===== src/rtl/pipe_hazard_ctrl.sv =====
// pipe_hazard_ctrl: central pipeline sequencer for the 5-stage core.
// Drives the PC and pipeline-register enables/flushes. It freezes the pipe on
// outstanding data-memory accesses (bounded by DM_TIMEOUT), inserts load-use
// bubbles and squashes the wrong path on taken branches.
// Priority: reset > freeze > branch > load-use > normal.
//
// Ports:
//   clk, rst            core clock, synchronous active-high reset
//   id_rs1/id_rs2       source registers of the ID instruction (id_uses_rs2 qualifies rs2)
//   ex_rd, ex_mem_read  destination / load flag of the EX instruction
//   ex_branch_taken     branch in EX resolved taken
//   mem_req, dm_ready   data-memory access in MEM and its completion
//   *_en, *_flush       register load enables and bubble loads (flush wins)
//   dm_wait             pipeline frozen on data memory
//   dm_err              sticky data-memory timeout flag
//
// Optional feature macro: PIPE_HAZARD_CTRL_PERF_EN adds the perf_dm_stall,
// perf_lu_stall and perf_br_flush 32-bit wrapping counters.
module pipe_hazard_ctrl #(
    parameter int unsigned DM_TIMEOUT = 16
) (
    input  logic        clk,
    input  logic        rst,
    input  logic [4:0]  id_rs1,
    input  logic [4:0]  id_rs2,
    input  logic        id_uses_rs2,
    input  logic [4:0]  ex_rd,
    input  logic        ex_mem_read,
    input  logic        ex_branch_taken,
    input  logic        mem_req,
    input  logic        dm_ready,
    output logic        pc_en,
    output logic        if_id_en,
    output logic        id_ex_en,
    output logic        ex_mem_en,
    output logic        mem_wb_en,
    output logic        if_id_flush,
    output logic        id_ex_flush,
    output logic        mem_wb_flush,
    output logic        dm_wait,
    output logic        dm_err
`ifdef PIPE_HAZARD_CTRL_PERF_EN
    ,
    output logic [31:0] perf_dm_stall,
    output logic [31:0] perf_lu_stall,
    output logic [31:0] perf_br_flush
`endif
);

    localparam int unsigned CNT_W  = 8;
    localparam logic [CNT_W-1:0] TMO_VAL = CNT_W'(DM_TIMEOUT);
    localparam logic TMO_EN = (DM_TIMEOUT != 0);

    typedef enum logic {RUN = 1'b0, WAIT = 1'b1} state_t;

    state_t           state, state_nxt;
    logic [CNT_W-1:0] wait_cnt, wait_cnt_nxt;
    logic             mem_pending;
    logic             freeze;
    logic             timeout_hit;
    logic             lu_hazard;
    logic             br_sel;
    logic             lu_sel;

    // Hazard detection
    assign mem_pending = mem_req & ~dm_ready;
    assign freeze      = mem_pending & (~TMO_EN | (wait_cnt < TMO_VAL));
    assign timeout_hit = mem_pending & TMO_EN & (wait_cnt == TMO_VAL);
    assign lu_hazard   = ex_mem_read & (ex_rd != 5'd0) &
                         ((ex_rd == id_rs1) | (id_uses_rs2 & (ex_rd == id_rs2)));
    assign br_sel      = ~rst & ~freeze & ex_branch_taken;
    assign lu_sel      = ~rst & ~freeze & ~ex_branch_taken & lu_hazard;

    // State register
    always_ff @(posedge clk) begin
        if (rst) begin
            state    <= RUN;
            wait_cnt <= '0;
        end else begin
            state    <= state_nxt;
            wait_cnt <= wait_cnt_nxt;
        end
    end

    // Next state: any non-freeze cycle (ready, timeout, or mem_req dropped) releases
    always_comb begin
        state_nxt    = state;
        wait_cnt_nxt = '0;
        unique case (state)
            RUN: begin
                if (freeze) begin
                    state_nxt    = WAIT;
                    wait_cnt_nxt = CNT_W'(1);
                end
            end
            WAIT: begin
                if (freeze) begin
                    wait_cnt_nxt = wait_cnt + CNT_W'(1);
                end else begin
                    state_nxt = RUN;
                end
            end
            default: state_nxt = RUN;
        endcase
    end

    // Pipeline control outputs (combinational, zero-cycle latency)
    always_comb begin
        pc_en        = 1'b1;
        if_id_en     = 1'b1;
        id_ex_en     = 1'b1;
        ex_mem_en    = 1'b1;
        mem_wb_en    = 1'b1;
        if_id_flush  = 1'b0;
        id_ex_flush  = 1'b0;
        mem_wb_flush = 1'b0;
        dm_wait      = 1'b0;
        if (rst) begin
            pc_en        = 1'b0;
            if_id_en     = 1'b0;
            id_ex_en     = 1'b0;
            ex_mem_en    = 1'b0;
            mem_wb_en    = 1'b0;
            if_id_flush  = 1'b1;
            id_ex_flush  = 1'b1;
            mem_wb_flush = 1'b1;
        end else if (freeze) begin
            // WB instruction retires once, then MEM_WB holds bubbles
            pc_en        = 1'b0;
            if_id_en     = 1'b0;
            id_ex_en     = 1'b0;
            ex_mem_en    = 1'b0;
            mem_wb_flush = 1'b1;
            dm_wait      = 1'b1;
        end else if (ex_branch_taken) begin
            if_id_flush = 1'b1;
            id_ex_flush = 1'b1;
        end else if (lu_hazard) begin
            pc_en       = 1'b0;
            if_id_en    = 1'b0;
            id_ex_flush = 1'b1;
        end
    end

    // Sticky timeout flag
    always_ff @(posedge clk) begin
        if (rst) begin
            dm_err <= 1'b0;
        end else if (timeout_hit) begin
            dm_err <= 1'b1;
        end
    end

`ifdef PIPE_HAZARD_CTRL_PERF_EN
    // Performance counters, wrap naturally
    always_ff @(posedge clk) begin
        if (rst) begin
            perf_dm_stall <= '0;
            perf_lu_stall <= '0;
            perf_br_flush <= '0;
        end else begin
            if (freeze) perf_dm_stall <= perf_dm_stall + 32'd1;
            if (lu_sel) perf_lu_stall <= perf_lu_stall + 32'd1;
            if (br_sel) perf_br_flush <= perf_br_flush + 32'd1;
        end
    end
`else
    logic unused_sel;
    assign unused_sel = br_sel ^ lu_sel;
`endif

endmodule


===== config.mk =====
export PLATFORM = sky130hd
export DESIGN_NAME = pipe_hazard_ctrl
export DESIGN_NICKNAME = d
export VERILOG_FILES = /design/src/rtl/pipe_hazard_ctrl.sv
export SDC_FILE = /design/constraint.sdc
export NUM_CORES = 1
export LEC_CHECK = 0
export BUFFER_PORTS_ARGS = -buffer_cell sky130_fd_sc_hd__buf_2
export CAP_MARGIN = 10
export CORE_MARGIN = 2
export CORE_UTILIZATION = 41
export DETAILED_ROUTE_END_ITERATION = 10
export HOLD_SLACK_MARGIN = 0.02
export PLACE_DENSITY = 0.77
export SLEW_MARGIN = 5
export SYNTH_ARGS = -nofsm -noshare
export SYNTH_HDL_FRONTEND = slang
export SYNTH_SLANG_ARGS = --single-unit

===== constraint.sdc =====
create_clock -name clk -period 2 [get_ports clk]
set_clock_uncertainty 0.15 [all_clocks]
set_input_delay 0.1 -clock clk [delete_from_list [all_inputs] [get_ports clk]]
set_output_delay 0.1 -clock clk [all_outputs]
set_load 0.005 [all_outputs]

### After elaboration in Yosys (flattened, before gate mapping)

Cells that the tools add are included.

| storage, ports and cells | value |
|---|---|
| register bits after elaboration | 10 |
| input port bits | 22 |
| output and inout port bits | 10 |
| logic and storage cells | 38 |

| operators by class | value |
|---|---|
| $add $sub $neg | 1 |
| magnitude comparators | 1 |
| eq/ne operators | 3 |
| muxes and demuxes | 20 |
| bitwise gates (word level) | 9 |
| reductions and logical operators | 1 |

Operator list:

| cell | number |
|---|---|
| 1-bit two-way mux | 18 |
| 8-bit one-hot mux with 2 select lines | 1 |
| 5-bit == test | 2 |
| 8-bit by 1-bit adder with 8-bit output, second input constant | 1 |
| 8-bit by 5-bit == test with 1-bit output, second input constant | 1 |
| 8-bit by 5-bit < comparator with 1-bit output, second input constant | 1 |
| 8-bit two-way mux | 1 |
| 1-bit bitwise AND | 6 |
| 5-bit nonzero test | 1 |
| 1-bit inverter | 2 |
| 1-bit OR | 1 |

### Depth between registers and ports, before layout

Gate-level depths: netlist of run 1.

| depth | value |
|---|---|
| depth in word-level cells | 8 |
| depth in mapped cells | 5 |
| gate-level depth less buffers | 4 |

### Worst setup path before layout of run 1

OpenSTA, ideal clock, no wires.

| timing | value |
|---|---|
| kind | flip-flop to output port |
| from | register wait_cnt[6] |
| to | output port pc_en |
| arrival time | 1404 ps |
| data required time | 1750 ps |
| path slack | 346 ps |
| stages on the path, launching flop included | 6 |
| cells stage by stage | dfxtp_1 or4b_4 nor3_1 nor2_1 o31a_1 buf_4 |

| between the ends | value |
|---|---|
| word-level cells in the longest chain between the ends | 4 |

RTL lines:

| item | RTL line | RTL |
|---|---|---|
| start, declared | 57 | `logic [CNT_W-1:0] wait_cnt, wait_cnt_nxt;` |
| start signal, assigned | 81 | `wait_cnt <= wait_cnt_nxt;` |
| 8-bit by 5-bit < comparator with 1-bit output | 67 | `assign freeze = mem_pending & (~TMO_EN \| (wait_cnt < TMO_VAL));` |
| 1-bit bitwise AND | 67 |  |
| 1-bit two-way mux (2 in a row) | -- |  |
| end, declared | 32 | `output logic pc_en,` |

No other way between the ends.

### Final worst setup path of run 1

| timing | value |
|---|---|
| from | register wait_cnt[6] |
| to | output port id_ex_flush |

| between the ends | value |
|---|---|
| word-level cells in the longest chain between the ends | 4 |

RTL lines:

| item | RTL line | RTL |
|---|---|---|
| 8-bit by 5-bit < comparator with 1-bit output | 67 |  |
| 1-bit bitwise AND | 67 |  |
| 1-bit two-way mux | 127 | `end else if (freeze) begin` |
| 1-bit two-way mux | 118 | `if (rst) begin` |
| end, declared | 38 | `output logic id_ex_flush,` |

No other way between the ends.

==> impl_metrics.py, run 1 <==
metrics = {
    "status": {
        "outcome": "complete, but fails checks",
        "violations": "negative setup slack",
    },
    "layout": {
        "drive_above_1_share_pct": 43.8,
        "n_fill_cell": 117,
        "regArea_um2": 200,
        "design_area_um2": 781,
        "syn2layout_area_growth_pct": 42.8,
        "final_net_count": 122,
        "n_antenna_cell": 0,
        "multi_input_area_um2": 340,
        "fin_util_pct": 61.5,
    },
    "yosys": {
        "ys_types": 24,
        "async_flop_share_pct": 0,
        "ys_warn_count": 0,
        "synthTopCellsByArea": "dfxtp_1 (37%), xor2_1 (18%), nor2_1 (5.5%), ha_1 (4.6%), nor4_4 (3.9%)",
        "synth_area_per_cell_um2": 9.27,
        "yosys-top-cells-count": "xor2_1 (11), dfxtp_1 (10), nor2_1 (8), inv_1 (5)",
        "synth.most_common_cell": "xor2_1",
        "netlist.area_leader.share_pct": 36.6,
        "seq_area_frac_synth_pct": 36.6,
        "netlist_area_um2": 547,
        "synth_edf_count": 0,
        "syn-instance-count": 59,
        "synth-seq-cells": 10,
        "ys.flop_type": "dfxtp_1",
        "synth_area_leader_cell": "dfxtp_1",
    },
    "global_route": {
        "top_usage_layer": "met2",
        "overflow": 0,
        "antenna_found_initial": 0,
        "grt_pass1_vias": 427,
        "grt_max_degree": 6,
        "met3_usage_pct": 3.33,
        "track_usage_pct": 16.0,
        "use_met2_pct": 29.4,
        "grt_util_met1_pct": 16.1,
        "grt_pass1_wl_um": 1640,
    },
    "min_path": {
        "hold_depth": 5,
        "worst_hold_path_type": "in -> reg",
    },
    "clock_network": {
        "worst_setup_hold_path_clk_slew_ns": 0.06,
        "cts_buffer_depth": 2,
        "cts_sinks": 10,
        "h-tree-depth": 1,
        "clk-insertion-delay-late_ns": 0.26,
        "cts_root_buffer": "clkbuf_4",
        "cts_tree": "built",
        "cts_made_buffers": 3,
    },
    "floorplanning": {
        "dieHeight_um": 40.5,
        "pin_count": 32,
        "core_area_um2": 1270,
        "start_util_pct": 43.1,
        "die_w_um": 40.5,
        "dieArea_um2": 1640,
        "row_count": 13,
    },
    "placement": {
        "dp.final_hpwl_um": 883,
        "io_buffers": 31,
        "gp_congestion": 0.689,
        "placed_area_um2": 713,
    },
    "power": {
        "p_leak_nw": 0.362,
        "p_per_area_nw_per_um2": 528,
        "max-vdd-ir-drop_v": 0.000356,
    },
    "timing": {
        "setup_ws_ns": -0.0444,
        "fmax_mhz": 489,
        "rsz0062_at_grt": "true",
        "finalSetupViolations": 2,
        "final-hold-violation-count": 0,
        "whs_ns": 0.193,
        "period_share_pct": 102,
        "tns_ns": -0.0672,
        "period_minus_slack_ns": 2.04,
        "slew_violations": 0,
    },
    "worst_setup_path": {
        "timing.rr.end": "wait_cnt[3]$_SDFF_PP0_",
        "crit_fanout": 2,
        "r2r_start": "wait_cnt[6]$_SDFF_PP0_",
        "worstSetupEndpoint": "id_ex_flush",
        "worstSetupPathType": "reg -> out",
        "startpoint_type": "register",
        "r2r_slack_ns": 0.17,
        "startpoint": "wait_cnt[6]$_SDFF_PP0_",
        "cp.arrival_ns": 1.79,
        "r2r.worst_path.cells": 6,
        "cp-end-kind": "output pin",
        "critPathRequiredTime_ns": 1.75,
    },
    "drt": {
        "drt_iter0_drc": 1,
        "post_drt_wl_per_cell_um": 10.9,
        "routed_wirelength_um": 1210,
        "ant_nets": 0,
        "vias": 522,
        "firstDrtPassIters": 2,
        "viasPerCell": 4.70,
        "drcViolationCount": 0,
    },
    "run": {
        "maxCapViolCount": 0,
    },
}
==> worst min path at each step <==
stage	from	to	slack, ns
5_1_grt	dm_ready	state$_DFF_P_	0.20
4_1_cts	dm_ready	state$_DFF_P_	0.17
3_5_place_dp	rst	dm_err$_SDFFE_PP0P_	0.22
6_report	dm_ready	state$_DFF_P_	0.19
2_1_floorplan	rst	dm_err$_SDFFE_PP0P_	0.02
3_3_place_gp	rst	dm_err$_SDFFE_PP0P_	0.23
==> final cells by class <==
type,instances,area share [%]
inverter,5,2.40
sequential,10,25.6
tap,15,2.40
clock buffer,3,2.88
multi-input combinational,44,43.6
timing repair buffer,34,23.1
==> metrics by stage <==
step | instances | worst slack [ns] | power, mW
floorplan | 61 | 0.346 | 0.241
finish | 111 | -0.0444 | 0.412
global route | 111 | -0.108 | 0.430
CTS | 111 | -0.0660 | 0.413
detailed placement | 105 | 0.184 | 0.277
global placement | 105 | 0.215 | 0.276
==> power by group <==
part           internal, mW  total [mW]  switching (mW)
Clock                0.0692       0.133          0.0637
Combinational        0.0397      0.0738          0.0341
Sequential            0.203       0.206         0.00279
==> layout by cell type, fill, tap and decap left out <==
cell | Yosys | routed
conb_1 | 1 | 3
a41oi_1 | 1 | 1
or4b_4 | 1 | 1
a32oi_1 | 1 | 1
o21ai_0 | 1 | 1
o31ai_1 | 1 | 1
buf_2 | 0 | 31
and3_1 | 1 | 1
dlygate4sd3_1 | 0 | 1
or4_1 | 1 | 1
nor2_1 | 8 | 7
a21boi_0 | 1 | 1
nor3_2 | 0 | 1
a21oi_4 | 0 | 1
nand2_1 | 1 | 1
buf_4 | 2 | 2
dfxtp_1 | 10 | 10
clkbuf_4 | 0 | 3
nor4_4 | 1 | 1
xor2_1 | 11 | 11
nor4_1 | 1 | 1
nand3_1 | 2 | 2
nor3_1 | 2 | 1
or3_4 | 0 | 1
ha_1 | 2 | 2
o31a_1 | 1 | 1
xnor2_1 | 2 | 2
nor2_2 | 0 | 1
inv_1 | 5 | 5
==> timing repair <==
| action | in CTS | in global routing |
|---|---|---|
| hold endpoints to repair | 2 | 0 |
| endpoints found under the setup margin | 2 | 8 |
| pin swaps | 3 | 2 |
| setup buffers | 2 | 0 |
| resized for setup | 0 | 4 |
| cloned | 0 | 0 |
| hold buffers | 1 | 0 |
==> logic make-up after synthesis <==
family,share of synthesized area (%)
adder cells (fa/ha/maj),4.58
flip-flops,36.6
other,0.686
buffers and inverters,6.18
XOR/XNOR,20.8
AND/OR/NAND/NOR,21.1
AO/OA/AOI/OAI,10.1
==> worst max-delay path, cell delays in order, from the launching register on <==
cell and delay (ns):
dfxtp_1 0.30, or4b_4 0.51, or3_4 0.35, a21oi_4 0.16, o31ai_1 0.07, buf_2 0.13
==> per-layer routing <==
layer  share of wire (%)  wire, µm
met2                  48       579
met5                   0         0
met3                 9.5       115
met1                  41       498
met4                 1.6        20
==> flip-flops by register name (all words and copies together) (netlist names) <==
| register | count |
|---|---|
| dm_err | 1 |
| wait_cnt | 8 |
| state | 1 |
(Power assumes the default switching activity.)
==> run 2: changes to the inputs <==
--- a/config.mk
+++ b/config.mk
@@ -8,10 +8,10 @@
 export BUFFER_PORTS_ARGS = -buffer_cell sky130_fd_sc_hd__buf_2
 export CAP_MARGIN = 10
 export CORE_MARGIN = 2
-export CORE_UTILIZATION = 41
+export CORE_UTILIZATION = 39
 export DETAILED_ROUTE_END_ITERATION = 10
 export HOLD_SLACK_MARGIN = 0.02
-export PLACE_DENSITY = 0.77
+export PLACE_DENSITY = 0.74
 export SLEW_MARGIN = 5
 export SYNTH_ARGS = -nofsm -noshare
 export SYNTH_HDL_FRONTEND = slang
==> impl_metrics.py, run 2 (synthesized netlist as in run 1, its figures left out) <==
metrics = {
    "status": {
        "outcome": "complete, but fails checks",
        "violations": "negative setup slack",
    },
    "timing": {
        "period_share_pct": 103,
        "fmax_mhz": 486,
        "finalSetupViolations": 2,
        "setup_ws_ns": -0.0580,
        "final-hold-violation-count": 0,
        "slew_violations": 0,
        "period_minus_slack_ns": 2.06,
        "rsz0062_at_grt": "true",
        "whs_ns": 0.0916,
    },
    "global_route": {
        "grt_pass1_vias": 496,
        "track_usage_pct": 13.7,
        "overflow": 0,
        "antenna_found_initial": 0,
        "grt_max_degree": 6,
        "grt_pass1_wl_um": 1880,
    },
    "worst_setup_path": {
        "cp.arrival_ns": 1.81,
        "critPathRequiredTime_ns": 1.75,
        "crit_chain": "or4b_4 > or3_4 > a21oi_2 > o31ai_1 > buf_2",
        "r2r.worst_path.cells": 5,
        "cp_top_family": "simple AND/OR/NAND/NOR gates",
        "path_buf_inv": 1,
        "startpoint_type": "register",
        "cp-end-kind": "output pin",
        "cpMaxStageDelayCell": "or4b_4",
        "worstSetupPathType": "reg -> out",
        "r2r_start": "wait_cnt[6]$_SDFF_PP0_",
        "crit_fanout": 4,
        "max_stage_delay_ns": 0.55,
        "timing.rr.end": "wait_cnt[4]$_SDFF_PP0_",
        "r2r_slack_ns": 0.31,
    },
    "clock_network": {
        "cts_sinks": 10,
        "cts_tree": "built",
        "worst_setup_hold_path_clk_slew_ns": 0.06,
        "clk-insertion-delay-late_ns": 0.25,
        "cts_root_buffer": "clkbuf_4",
        "cts_made_buffers": 3,
        "h-tree-depth": 1,
        "cts_buffer_depth": 2,
    },
    "placement": {
        "io_buffers": 31,
        "gp_congestion": 0.793,
        "dp.final_hpwl_um": 910,
        "pre_cts_ws_ns": 0.197,
    },
    "layout": {
        "n_antenna_cell": 0,
        "largest-register": "wait_cnt",
        "final_cell_mix": "buf_2 (31), xor2_1 (11), dfxtp_1 (10)",
        "largest_reg_flops": 8,
        "final_common_cell": "buf_2",
        "largestRegisters": "wait_cnt: 8 flops, dm_err: 1 flops, state: 1 flops",
        "syn2layout_area_growth_pct": 38.7,
        "final_net_count": 121,
        "drive_above_1_share_pct": 41.1,
    },
    "power": {
        "p_comb_share_pct": 17.5,
        "p_sw_share_pct": 23.1,
        "cell_internal_pwr_mw": 0.310,
        "seq_power_share_pct": 51.0,
        "p_per_area_nw_per_um2": 531,
        "p_leak_nw": 0.354,
        "max-vdd-ir-drop_v": 0.000336,
        "clock_power_share_pct": 31.5,
        "switchingPower_mw": 0.0930,
    },
    "min_path": {
        "hold_start": "dm_ready",
        "worst_hold_path_type": "in -> reg",
        "hold_depth": 4,
        "min_to": "state$_DFF_P_",
    },
    "drt": {
        "drt_iter0_drc": 8,
        "ant_nets": 0,
        "routed_wirelength_um": 1120,
        "post_drt_wl_per_cell_um": 10.1,
        "firstDrtPassIters": 4,
        "drcViolationCount": 0,
        "vias": 516,
        "viasPerCell": 4.69,
    },
    "run": {
        "maxCapViolCount": 0,
    },
    "floorplanning": {
        "die_w_um": 41.4,
        "pin_count": 32,
        "start_util_pct": 42.0,
        "dieArea_um2": 1720,
        "core_area_um2": 1300,
        "row_count": 13,
        "dieHeight_um": 41.4,
    },
}
==> run 2: cell types whose count changed in the layout (fill, tap and decap cells not counted), sizes merged <==
cell	change
buf	-1
==> run 2: repair_timing <==
action                                 in CTS  in global routing
setup buffers                               1                  0
gates resized for setup                     0                  1
endpoints found under the hold margin       2                  0
hold buffers                                1                  0
pin swaps                                   3                  3
setup endpoints to repair                   2                  4
==> run 2: layout make-up <==
| cell class | instances | area, µm² |
|---|---|---|
| inverters | 5 | 18.8 |
| repair buffers | 33 | 173 |
| well taps | 15 | 18.8 |
| flip-flops and latches | 10 | 200 |
| fillers | 127 | 543 |
| multi-input cells | 44 | 325 |
| clock buffers | 3 | 22.5 |
==> run 2: through the flow <==
step | std cells | setup TNS, ns | total power [mW] | utilization [%] | area, µm²
final | 110 | -0.0621 | 0.403 | 58.3 | 758
after global routing | 110 | -0.378 | 0.428 | 58.3 | 758
after CTS | 110 | -0.0769 | 0.411 | 57.9 | 753
after detailed placement | 105 | 0 | 0.278 | 54.8 | 713
after global placement | 105 | 0 | 0.276 | 54.8 | 713
after floorplan | 61 | 0 | 0.241 | - | 554
==> run 2: layer usage <==
metal	share of wire, %	track usage, %	wire length, µm
met4	0	5.81	0
met3	12	3.48	129
met1	41	17.3	457
met5	0	0	0
met2	47	21.9	529
==> run 2: worst max path at each step <==
stage / to / from / slack [ns] / cells past startpoint
finish: id_ex_flush / wait_cnt[6]$_SDFF_PP0_ / -0.06 / 5
global placement: id_ex_flush / wait_cnt[6]$_SDFF_PP0_ / 0.21 / 5
detailed placement: id_ex_flush / wait_cnt[6]$_SDFF_PP0_ / 0.20 / 5
CTS: id_ex_flush / wait_cnt[6]$_SDFF_PP0_ / -0.07 / 5
global route: id_ex_flush / wait_cnt[6]$_SDFF_PP0_ / -0.13 / 5
floorplan: pc_en / wait_cnt[6]$_SDFF_PP0_ / 0.35 / 5
==> run 2: tightest hold or removal path: cells and delay by family <==
| kind | cells | cell delay [ns] |
|---|---|---|
| buffers and inverters | 2 | 0.19 |
| and+or+nand+nor | 2 | 0.17 |
==> run 2: power by group through the flow <==
stage	registers (mW)	clock network [mW]	logic, mW
5_1_grt	0.206	0.143	0.0788
6_report	0.205	0.127	0.0707
3_5_place_dp	0.210	0	0.0681
3_3_place_gp	0.209	0	0.0664
4_1_cts	0.205	0.134	0.0710
2_1_floorplan	0.209	0	0.0314
==> run 3: changes to the inputs <==
--- a/config.mk
+++ b/config.mk
@@ -11,6 +11,7 @@
 export CORE_UTILIZATION = 39
 export DETAILED_ROUTE_END_ITERATION = 10
 export HOLD_SLACK_MARGIN = 0.02
+export MAX_ROUTING_LAYER = met4
 export PLACE_DENSITY = 0.74
 export SLEW_MARGIN = 5
 export SYNTH_ARGS = -nofsm -noshare
==> constraint.sdc (replaced) <==
create_clock -name clk -period 2 [get_ports clk]
set_clock_uncertainty 0.15 [all_clocks]
set_input_delay 0.1 -clock clk [delete_from_list [all_inputs] [get_ports clk]]
set_output_delay 0.1 -clock clk [all_outputs]
set_load 0.1 [all_outputs]
==> impl_metrics.py, run 3 (synthesized netlist as in run 1, its figures left out) <==
metrics = {
    "drt": {
        "ant_nets": 0,
        "drcViolationCount": 0,
        "vias": 558,
        "drt_iter0_drc": 4,
        "post_drt_wl_per_cell_um": 11.8,
        "firstDrtPassIters": 6,
        "routed_wirelength_um": 1340,
        "viasPerCell": 4.94,
    },
    "layout": {
        "design_area_um2": 921,
        "n_antenna_cell": 0,
        "largest_reg_flops": 8,
        "largestRegisters": "wait_cnt: 8 flops, dm_err: 1 flops, state: 1 flops",
        "final_net_count": 123,
        "largest-register": "wait_cnt",
        "n_fill_cell": 106,
        "syn2layout_area_growth_pct": 68.4,
        "final_cell_mix": "buf_2 (23), xor2_1 (11), dfxtp_1 (10)",
        "drive_above_1_share_pct": 48.0,
        "final_common_cell": "buf_2",
        "fin_util_pct": 70.8,
    },
    "power": {
        "max-vdd-ir-drop_v": 0.000467,
        "p_leak_nw": 0.417,
        "switchingPower_mw": 0.187,
        "p_per_area_nw_per_um2": 612,
        "cell_internal_pwr_mw": 0.376,
        "seq_power_share_pct": 36.5,
        "p_sw_share_pct": 33.2,
        "clock_power_share_pct": 32.2,
        "p_comb_share_pct": 31.3,
    },
    "floorplanning": {
        "core_area_um2": 1300,
        "dieHeight_um": 41.4,
        "start_util_pct": 42.0,
        "row_count": 13,
        "die_w_um": 41.4,
        "dieArea_um2": 1720,
        "pin_count": 32,
    },
    "global_route": {
        "track_usage_pct": 16.8,
        "grt_util_met1_pct": 16.8,
        "grt_pass1_vias": 529,
        "antenna_found_initial": 0,
        "overflow": 0,
        "grt_max_degree": 7,
        "use_met2_pct": 27.8,
        "top_usage_layer": "met2",
        "met3_usage_pct": 6.52,
        "grt_pass1_wl_um": 2130,
    },
    "placement": {
        "placed_area_um2": 806,
        "dp.final_hpwl_um": 1030,
        "gp_congestion": 0.746,
        "io_buffers": 31,
    },
    "worst_setup_path": {
        "max_stage_delay_ns": 0.53,
        "critPathRequiredTime_ns": 1.75,
        "cpMaxStageDelayCell": "or4b_4",
        "crit_fanout": 2,
        "path_buf_inv": 1,
        "r2r.worst_path.cells": 6,
        "cp.arrival_ns": 1.87,
        "cp-end-kind": "output pin",
        "path_depth": 5,
        "cp_top_family": "simple AND/OR/NAND/NOR gates",
        "worstSetupPathType": "reg -> out",
        "startpoint_type": "register",
        "crit_chain": "or4b_4 > or3_4 > a21oi_4 > o31ai_2 > buf_6",
    },
    "timing": {
        "setup_ws_ns": -0.119,
        "final-hold-violation-count": 0,
        "tns_ns": -0.407,
        "fmax_mhz": 472,
        "period_minus_slack_ns": 2.12,
        "rsz0062_at_grt": "true",
        "finalSetupViolations": 5,
        "slew_violations": 0,
        "period_share_pct": 106,
    },
    "clock_network": {
        "clk-insertion-delay-late_ns": 0.27,
        "cts_sinks": 10,
        "h-tree-depth": 1,
        "worst_setup_hold_path_clk_slew_ns": 0.06,
        "cts_root_buffer": "clkbuf_4",
        "cts_buffer_depth": 2,
        "cts_tree": "built",
        "cts_made_buffers": 3,
    },
    "run": {
        "maxCapViolCount": 0,
    },
    "min_path": {
        "hold_depth": 5,
        "worst_hold_path_type": "in -> reg",
    },
    "status": {
        "violations": "negative setup slack",
        "outcome": "complete, but fails checks",
    },
}
-- run 3: cell types whose count changed in the layout (fill, tap and decap cells not counted), sizes merged --
cell and change:
inv -1, buf +2, clkbuf +1, clkinvlp +1
-- run 3: per-layer routing --
| metal | wire (µm) | part of all wire (%) |
|---|---|---|
| met3 | 160 | 12 |
| met1 | 484 | 36 |
| met4 | 36 | 2.7 |
| met5 | 0 | 0 |
| met2 | 657 | 49 |
-- run 3: final timing paths --
kind	end	startpoint	slack, ns
hold / removal	state$_DFF_P_	dm_ready	0.21
hold reg to reg	wait_cnt[0]$_SDFF_PP0_	state$_DFF_P_	0.31
setup / recovery	id_ex_flush	wait_cnt[6]$_SDFF_PP0_	-0.12
setup reg to reg	wait_cnt[4]$_SDFF_PP0_	wait_cnt[6]$_SDFF_PP0_	0.22
-- run 3: power groups by stage --
stage	clock (mW)	sequential (mW)	combinational (mW)
floorplan	0	0.209	0.107
global placement	0	0.210	0.159
detailed placement	0	0.210	0.161
CTS	0.190	0.205	0.174
global route	0.203	0.206	0.184
finish	0.182	0.205	0.176
-- run 3: area by class of cell --
| type | instances | area, µm² | share of cell area [%] |
|---|---|---|---|
| Multi-Input combinational cell | 44 | 359 | 39.0 |
| Clock buffer | 4 | 36.3 | 3.94 |
| Sequential cell | 10 | 200 | 21.7 |
| Tap cell | 15 | 18.8 | 2.04 |
| Inverter | 5 | 22.5 | 2.45 |
| Timing Repair Buffer | 35 | 284 | 30.8 |
-- run 3: worst register-to-register path: cells and delay by family (launching register included) --
kind,cells,cell delay [ns]
buf+inv,2,0.33
flops,1,0.30
simple gates,4,0.95
-- run 3: per-stage QoR --
stage	setup slack [ns]	cells	power [mW]	hold WS, ns
finish	-0.119	113	0.563	0.215
global placement	0.0737	107	0.368	0.259
global route	-0.171	113	0.593	0.207
floorplan	-0.445	61	0.316	0.0224
detailed placement	0.0466	107	0.371	0.258
CTS	-0.128	113	0.570	0.226
-- run 3: what timing repair did --
| action | CTS | global route |
|---|---|---|
| pin swaps | 2 | 1 |
| resized for setup | 12 | 3 |
| buffers inserted | 1 | 0 |
| setup endpoints to repair | 8 | 8 |
| hold endpoints to repair | 1 | 0 |
| gates cloned | 0 | 0 |
| hold buffers | 1 | 0 |
